[src/rtl/noc_link_fifo_if.sv]
// Noc_flit_interface
// Flit link bundle between two router ports, or between a router port and an NI.
//   valid    : flit present on this link (driven by the sender)
//   flit     : flit payload, FLIT_WIDTH bits (driven by the sender)
//   ready    : the receiving side accepts the flit this cycle
//   vc_ready : per-VC readiness, returned from the receiver to the sender
// Modports:
//   receiver : consumes flits; drives ready and vc_ready
//   sender   : produces flits; drives valid and flit
interface Noc_flit_interface #(
   parameter int FLIT_WIDTH = 32,
   parameter int VC_NUM     = 4
);
   logic                  valid;
   logic [FLIT_WIDTH-1:0] flit;
   logic                  ready;
   logic [VC_NUM-1:0]     vc_ready;

   modport receiver (
      input  valid,
      input  flit,
      output ready,
      output vc_ready
   );

   modport sender (
      output valid,
      output flit,
      input  ready,
      input  vc_ready
   );
endinterface

[src/rtl/noc_link_fifo.sv]
// noc_link_fifo
// Circular flit FIFO placed in front of the link pass-through stage. Flits are
// accepted on receiver_if, stored in order, and presented on sender_if. The
// downstream per-VC readiness is sent back upstream through one register stage,
// which cuts the long backward timing path.
//
// Ports:
//   clk         : single clock, rising edge
//   rst_n       : asynchronous active-low reset (pointers, count, vc_ready)
//   receiver_if : upstream link (valid/flit in, ready/vc_ready out)
//   sender_if   : downstream link (valid/flit out, ready/vc_ready in)
//   occupancy   : number of flits currently stored
//
// Build option:
//   NOC_LINK_FIFO_BYPASS_EN : when defined, an empty FIFO forwards the incoming
//   flit combinationally (zero latency). The flit is written into storage only
//   if the downstream side is not ready. When undefined, the FIFO is purely
//   registered and has one cycle of latency.
module noc_link_fifo #(
   parameter int DEPTH      = 4,
   parameter int FLIT_WIDTH = 32,
   parameter int VC_NUM     = 4
) (
   input  logic                       clk,
   input  logic                       rst_n,
   Noc_flit_interface.receiver        receiver_if,
   Noc_flit_interface.sender          sender_if,
   output logic [$clog2(DEPTH+1)-1:0] occupancy
);

   localparam int PTR_W = $clog2(DEPTH);
   localparam int CNT_W = $clog2(DEPTH+1);
   localparam logic [CNT_W-1:0] FULL_CNT = CNT_W'(DEPTH);

   logic [FLIT_WIDTH-1:0] mem [DEPTH];
   logic [PTR_W-1:0]      wr_ptr;
   logic [PTR_W-1:0]      rd_ptr;
   logic [CNT_W-1:0]      count;
   logic [VC_NUM-1:0]     vc_ready_q;

   logic                  in_ready;
   logic                  out_valid;
   logic [FLIT_WIDTH-1:0] out_flit;
   logic                  pass_thru;
   logic                  push;
   logic                  pop;
   logic                  wr_en;
   logic                  rd_en;

   // Upstream readiness depends only on the stored count, never on
   // sender_if.ready, so no combinational path runs backwards through the FIFO.
   always_comb begin
      in_ready  = (count != FULL_CNT);
      out_valid = (count != '0);
      out_flit  = mem[rd_ptr];
      pass_thru = 1'b0;
`ifdef NOC_LINK_FIFO_BYPASS_EN
      if (count == '0) begin
         out_valid = receiver_if.valid;
         out_flit  = receiver_if.flit;
         pass_thru = receiver_if.valid && sender_if.ready;
      end
`endif
      push  = receiver_if.valid && in_ready;
      pop   = out_valid && sender_if.ready;
      // A flit that passes straight through is neither stored nor read back.
      wr_en = push && !pass_thru;
      rd_en = pop && !pass_thru;
   end

   assign receiver_if.ready    = in_ready;
   assign receiver_if.vc_ready = vc_ready_q;
   assign sender_if.valid      = out_valid;
   assign sender_if.flit       = out_flit;
   assign occupancy            = count;

   // Control state; pointers wrap naturally because DEPTH is a power of two.
   always_ff @(posedge clk or negedge rst_n) begin
      if (!rst_n) begin
         wr_ptr     <= '0;
         rd_ptr     <= '0;
         count      <= '0;
         vc_ready_q <= '0;
      end else begin
         if (wr_en) wr_ptr <= wr_ptr + PTR_W'(1);
         if (rd_en) rd_ptr <= rd_ptr + PTR_W'(1);
         case ({wr_en, rd_en})
            2'b10:   count <= count + CNT_W'(1);
            2'b01:   count <= count - CNT_W'(1);
            default: count <= count;
         endcase
         vc_ready_q <= sender_if.vc_ready;
      end
   end

   // Flit storage carries no reset; stale entries are unreachable once the
   // pointers and count are cleared.
   always_ff @(posedge clk) begin
      if (wr_en) mem[wr_ptr] <= receiver_if.flit;
   end

endmodule

[src/flat_wrapper.sv]
// flat-port wrapper written by rule: the top's interface ports become plain ports
module noc_link_fifo_flat 
#(
   parameter int DEPTH      = 4,
   parameter int FLIT_WIDTH = 32,
   parameter int VC_NUM     = 4
)
  (clk, rst_n, occupancy, receiver_if_valid, receiver_if_flit, receiver_if_ready, receiver_if_vc_ready, sender_if_valid, sender_if_flit, sender_if_ready, sender_if_vc_ready);
  Noc_flit_interface #(.FLIT_WIDTH(FLIT_WIDTH), .VC_NUM(VC_NUM)) receiver_if_i ();
  Noc_flit_interface #(.FLIT_WIDTH(FLIT_WIDTH), .VC_NUM(VC_NUM)) sender_if_i ();
  input  logic clk;
  input  logic rst_n;
  output logic [$clog2(DEPTH+1)-1:0] occupancy;
  input wire logic [$bits(receiver_if_i.valid)-1:0] receiver_if_valid;
  input wire logic [$bits(receiver_if_i.flit)-1:0] receiver_if_flit;
  output wire logic [$bits(receiver_if_i.ready)-1:0] receiver_if_ready;
  output wire logic [$bits(receiver_if_i.vc_ready)-1:0] receiver_if_vc_ready;
  output wire logic [$bits(sender_if_i.valid)-1:0] sender_if_valid;
  output wire logic [$bits(sender_if_i.flit)-1:0] sender_if_flit;
  input wire logic [$bits(sender_if_i.ready)-1:0] sender_if_ready;
  input wire logic [$bits(sender_if_i.vc_ready)-1:0] sender_if_vc_ready;
  assign receiver_if_i.valid = receiver_if_valid;
  assign receiver_if_i.flit = receiver_if_flit;
  assign receiver_if_ready = receiver_if_i.ready;
  assign receiver_if_vc_ready = receiver_if_i.vc_ready;
  assign sender_if_valid = sender_if_i.valid;
  assign sender_if_flit = sender_if_i.flit;
  assign sender_if_i.ready = sender_if_ready;
  assign sender_if_i.vc_ready = sender_if_vc_ready;
  noc_link_fifo #(.DEPTH(DEPTH), .FLIT_WIDTH(FLIT_WIDTH), .VC_NUM(VC_NUM)) u_core (.clk(clk), .rst_n(rst_n), .receiver_if(receiver_if_i), .sender_if(sender_if_i), .occupancy(occupancy));
endmodule
[config.mk]
export PLATFORM = sky130hd
export DESIGN_NAME = noc_link_fifo_flat
export DESIGN_NICKNAME = d
export VERILOG_FILES = /design/src/rtl/noc_link_fifo_if.sv /design/src/rtl/noc_link_fifo.sv /design/src/flat_wrapper.sv
export SDC_FILE = /design/constraint.sdc
export NUM_CORES = 1
export LEC_CHECK = 0
export BUFFER_PORTS_ARGS = -buffer_cell sky130_fd_sc_hd__buf_2
export CAP_MARGIN = 15
export CORE_MARGIN = 5
export CORE_UTILIZATION = 60
export DETAILED_ROUTE_END_ITERATION = 12
export MAX_ROUTING_LAYER = met4
export PLACE_DENSITY = 0.84
export SYNTH_ARGS = -nofsm -noshare
export SYNTH_HDL_FRONTEND = slang
export SYNTH_SLANG_ARGS = --single-unit
[constraint.sdc]
create_clock -name clk -period 4.7 [get_ports clk]
set_clock_uncertainty 0.2 [all_clocks]
set_input_delay 0.235 -clock clk [delete_from_list [all_inputs] [get_ports clk]]
set_output_delay 0.235 -clock clk [all_outputs]
set_load 0.05 [all_outputs]
==> flow_metrics.py <==
metrics = {
    "status": {
        "status": "finished clean",
    },
    "worst_setup_path": {
        "reg2reg_from": "u_core.occupancy[0]",
        "cp-start-kind": "register",
        "reg2reg_to": "u_core.occupancy[2]",
        "rrSetupSlack_ns": 2.12,
        "critPathRequiredTime_ns": 4.26,
        "critPathBufInv": 2,
        "cpLargestDelayFamily": "flip-flops",
        "cp.depth": 3,
        "cpPeakStageDelay_ns": 0.70,
        "end_kind": "output pin",
        "crit_chain": "buf_4 > mux4_2 > buf_2",
        "r2r_cells": 9,
        "crit_type": "register to output pin",
        "cp.arrival_ns": 2.48,
        "cp_max_fo": 18,
        "cpMaxStageDelayCell": "dfrtp_2",
    },
    "sta": {
        "slew_violations": 0,
        "tns_ns": 0,
        "setup_ws_ns": 1.78,
        "rsz0062_at_grt": "no",
        "clock.fmax_mhz": 343,
        "setup_viol": 0,
        "period_needed_ns": 2.92,
        "fin_crit_sh": 0.620,
        "finalHoldViolations": 0,
        "maxSlewHeadroom": 0.435,
        "worstMarginPinSlew_ns": 0.847,
    },
    "clock_tree": {
        "numCtsBuffers": 17,
        "cts_max_level": 4,
        "cts_tree": "built",
        "path_clk_slew_ns": 0.06,
        "postCtsSetupRepairBufs": 0,
        "cts.sinks": 139,
        "cts_root_buffer": "clkbuf_8",
        "clk_latency_ns": 0.52,
        "clockBufferDepth": 2,
    },
    "final_layout": {
        "fillers": 415,
        "drive_gt1_frac": 0.432,
        "layout.nets": 387,
        "antennaDiodeCount": 0,
        "layout_commonest_cell": "edfxtp_1",
        "synthToLayoutAreaGrowth_pct": 28.9,
        "final_cell_mix": "edfxtp_1 (128), buf_2 (80), dlygate4sd3_1 (40)",
    },
    "floorplanning": {
        "die_width_um": 103,
        "dieHeight_um": 103,
        "die-area_um2": 10500,
        "pin_count": 81,
        "fp.coreArea_um2": 8300,
        "start_util": 0.619,
        "rows": 33,
    },
    "synth": {
        "syn_inst": 209,
        "synth_top_area_share": 0.748,
        "synth_enable_flop_cells": 128,
        "ys_ff_latch": 139,
        "synth.area.top_cells": "edfxtp_1 (75%), mux4_2 (14%), dfrtp_1 (5.4%)",
        "yosysSeqAreaShare": 0.801,
        "synth_area_leader_cell": "edfxtp_1",
        "avgSynthCellArea_um2": 24.6,
        "synth_fp_nets": 255,
        "yosysUniqueCellTypes": 20,
        "yosys_warnings": 0,
        "async_flop_share": 0.0791,
        "synth-main-ff-cell": "edfxtp_1",
        "synth_area_um2": 5140,
    },
    "drt": {
        "drt_iter0_drc": 132,
        "vias": 2508,
        "final_antenna_net_count": 0,
        "wl_per_cell_um": 20.8,
        "dr.pass1.iters": 4,
        "drt-total-wl_mm": 9.55,
        "drcViolationCount": 0,
        "via_per_inst": 5.46,
    },
    "place": {
        "gp_congestion": 0.749,
        "dp_slack_ns": 2.25,
        "io_buffers": 80,
        "dp_hpwl_mm": 5.30,
    },
    "power_and_ir_drop": {
        "max-vdd-ir-drop_v": 0.000676,
        "powerDensity_nw_per_um2": 728,
        "leakage_nw": 2.41,
    },
    "global_route": {
        "grt_pass1_wl_mm": 15.2,
        "grt_overflow_total": 0,
        "antenna_found_initial": 0,
        "grt_pass1_vias": 2889,
        "track_usage": 0.209,
        "grt_max_degree": 34,
    },
    "flow_run": {
        "max_cap_viol_count": 0,
    },
    "worst_hold_path": {
        "hp-class": "input port to register",
        "worstHoldEndpoint": "u_core.receiver_if.vc_ready[3]",
        "hold_path_startpoint": "sender_if_vc_ready[3]",
        "whs_path_depth": 2,
    },
}
[layer usage]
layer  up-vias  share of wire  track usage
li1       1129              -            -
met4         0          0.016       0.0737
met3        14          0.052       0.0562
met5         -              0            -
met1      1287           0.41        0.258
met2        78           0.52        0.338
[report_power, final]
part / switching [mW] / leakage, nW / internal (mW)
sequential: 0.178 / 1.30 / 1.64
clock: 0.500 / 0.277 / 0.809
combinational: 1.15 / 0.834 / 0.543
[worst register-to-register path, cell delays in order (launching register included)]
cell and delay [ns]:
dfrtp_1 0.46, or3b_4 0.46, and2_4 0.19, inv_1 0.05
ha_1 0.18, inv_1 0.08, fa_1 0.41, xor2_1 0.17
nor2_1 0.12, xor2_1 0.19
[cell type report]
type	count	area [um2]	area share
sequential	139	4120	0.622
clock buffer	18	418	0.0631
clock inverter	14	169	0.0255
inverter	6	22.5	0.00340
tap	105	131	0.0198
timing repair buffer	121	808	0.122
multi-input combinational	56	956	0.144
[synth_stat cells, drive strengths merged (2+ instances only)]
master,number
mux4,32
dfrtp,11
and3,4
clkbuf,2
xor2,3
edfxtp,128
inv,6
buf,6
xnor2,3
ha,5
[state kept, by name, summed over array words and instances, names as in the netlist]
register / count
u_core.rd_ptr: 2
u_core.occupancy: 3
u_core.receiver_if.vc_ready: 4
u_core.mem: 128
u_core.wr_ptr: 2
[what timing repair did]
action / CTS / global route
hold buffers: 40 / 0
gates resized for setup: 0 / 0
endpoints found under the hold margin: 147 / 0
[worst max path at each step]
stage / to / slack [ns] / start
floorplan: u_core.occupancy[2] / 2.00 / u_core.occupancy[2]
global placement: sender_if_flit[31] / 2.28 / u_core.rd_ptr[0]
detailed placement: sender_if_flit[6] / 2.25 / u_core.rd_ptr[0]
CTS: sender_if_flit[11] / 1.69 / u_core.rd_ptr[0]
global route: sender_if_flit[11] / 1.57 / u_core.rd_ptr[0]
finish: sender_if_flit[11] / 1.78 / u_core.rd_ptr[0]
[cells by family after synthesis]
group	after synthesis	synth area share
muxes	34	0.145
buffers and inverters	14	0.0127
AOI/OAI and AO/OA	1	0.00195
xor gates and xnor gates	6	0.0102
adders and majority gates	6	0.0161
and+or+nand+nor	9	0.0127
DFF	139	0.801
[stage by stage]
stage | util | power (mW) | instance area (um2) | hold WS [ns] | std cells
after floorplan | - | 3.13 | 5140 | -0.261 | 209
after global placement | 0.679 | 3.47 | 5640 | -0.0810 | 387
after detailed placement | 0.679 | 3.52 | 5640 | -0.0738 | 387
after CTS | 0.798 | 4.86 | 6630 | 0.128 | 459
after global routing | 0.798 | 5.02 | 6630 | 0.139 | 459
final | 0.798 | 4.82 | 6630 | 0.155 | 459
(Power assumes the default switching activity.)
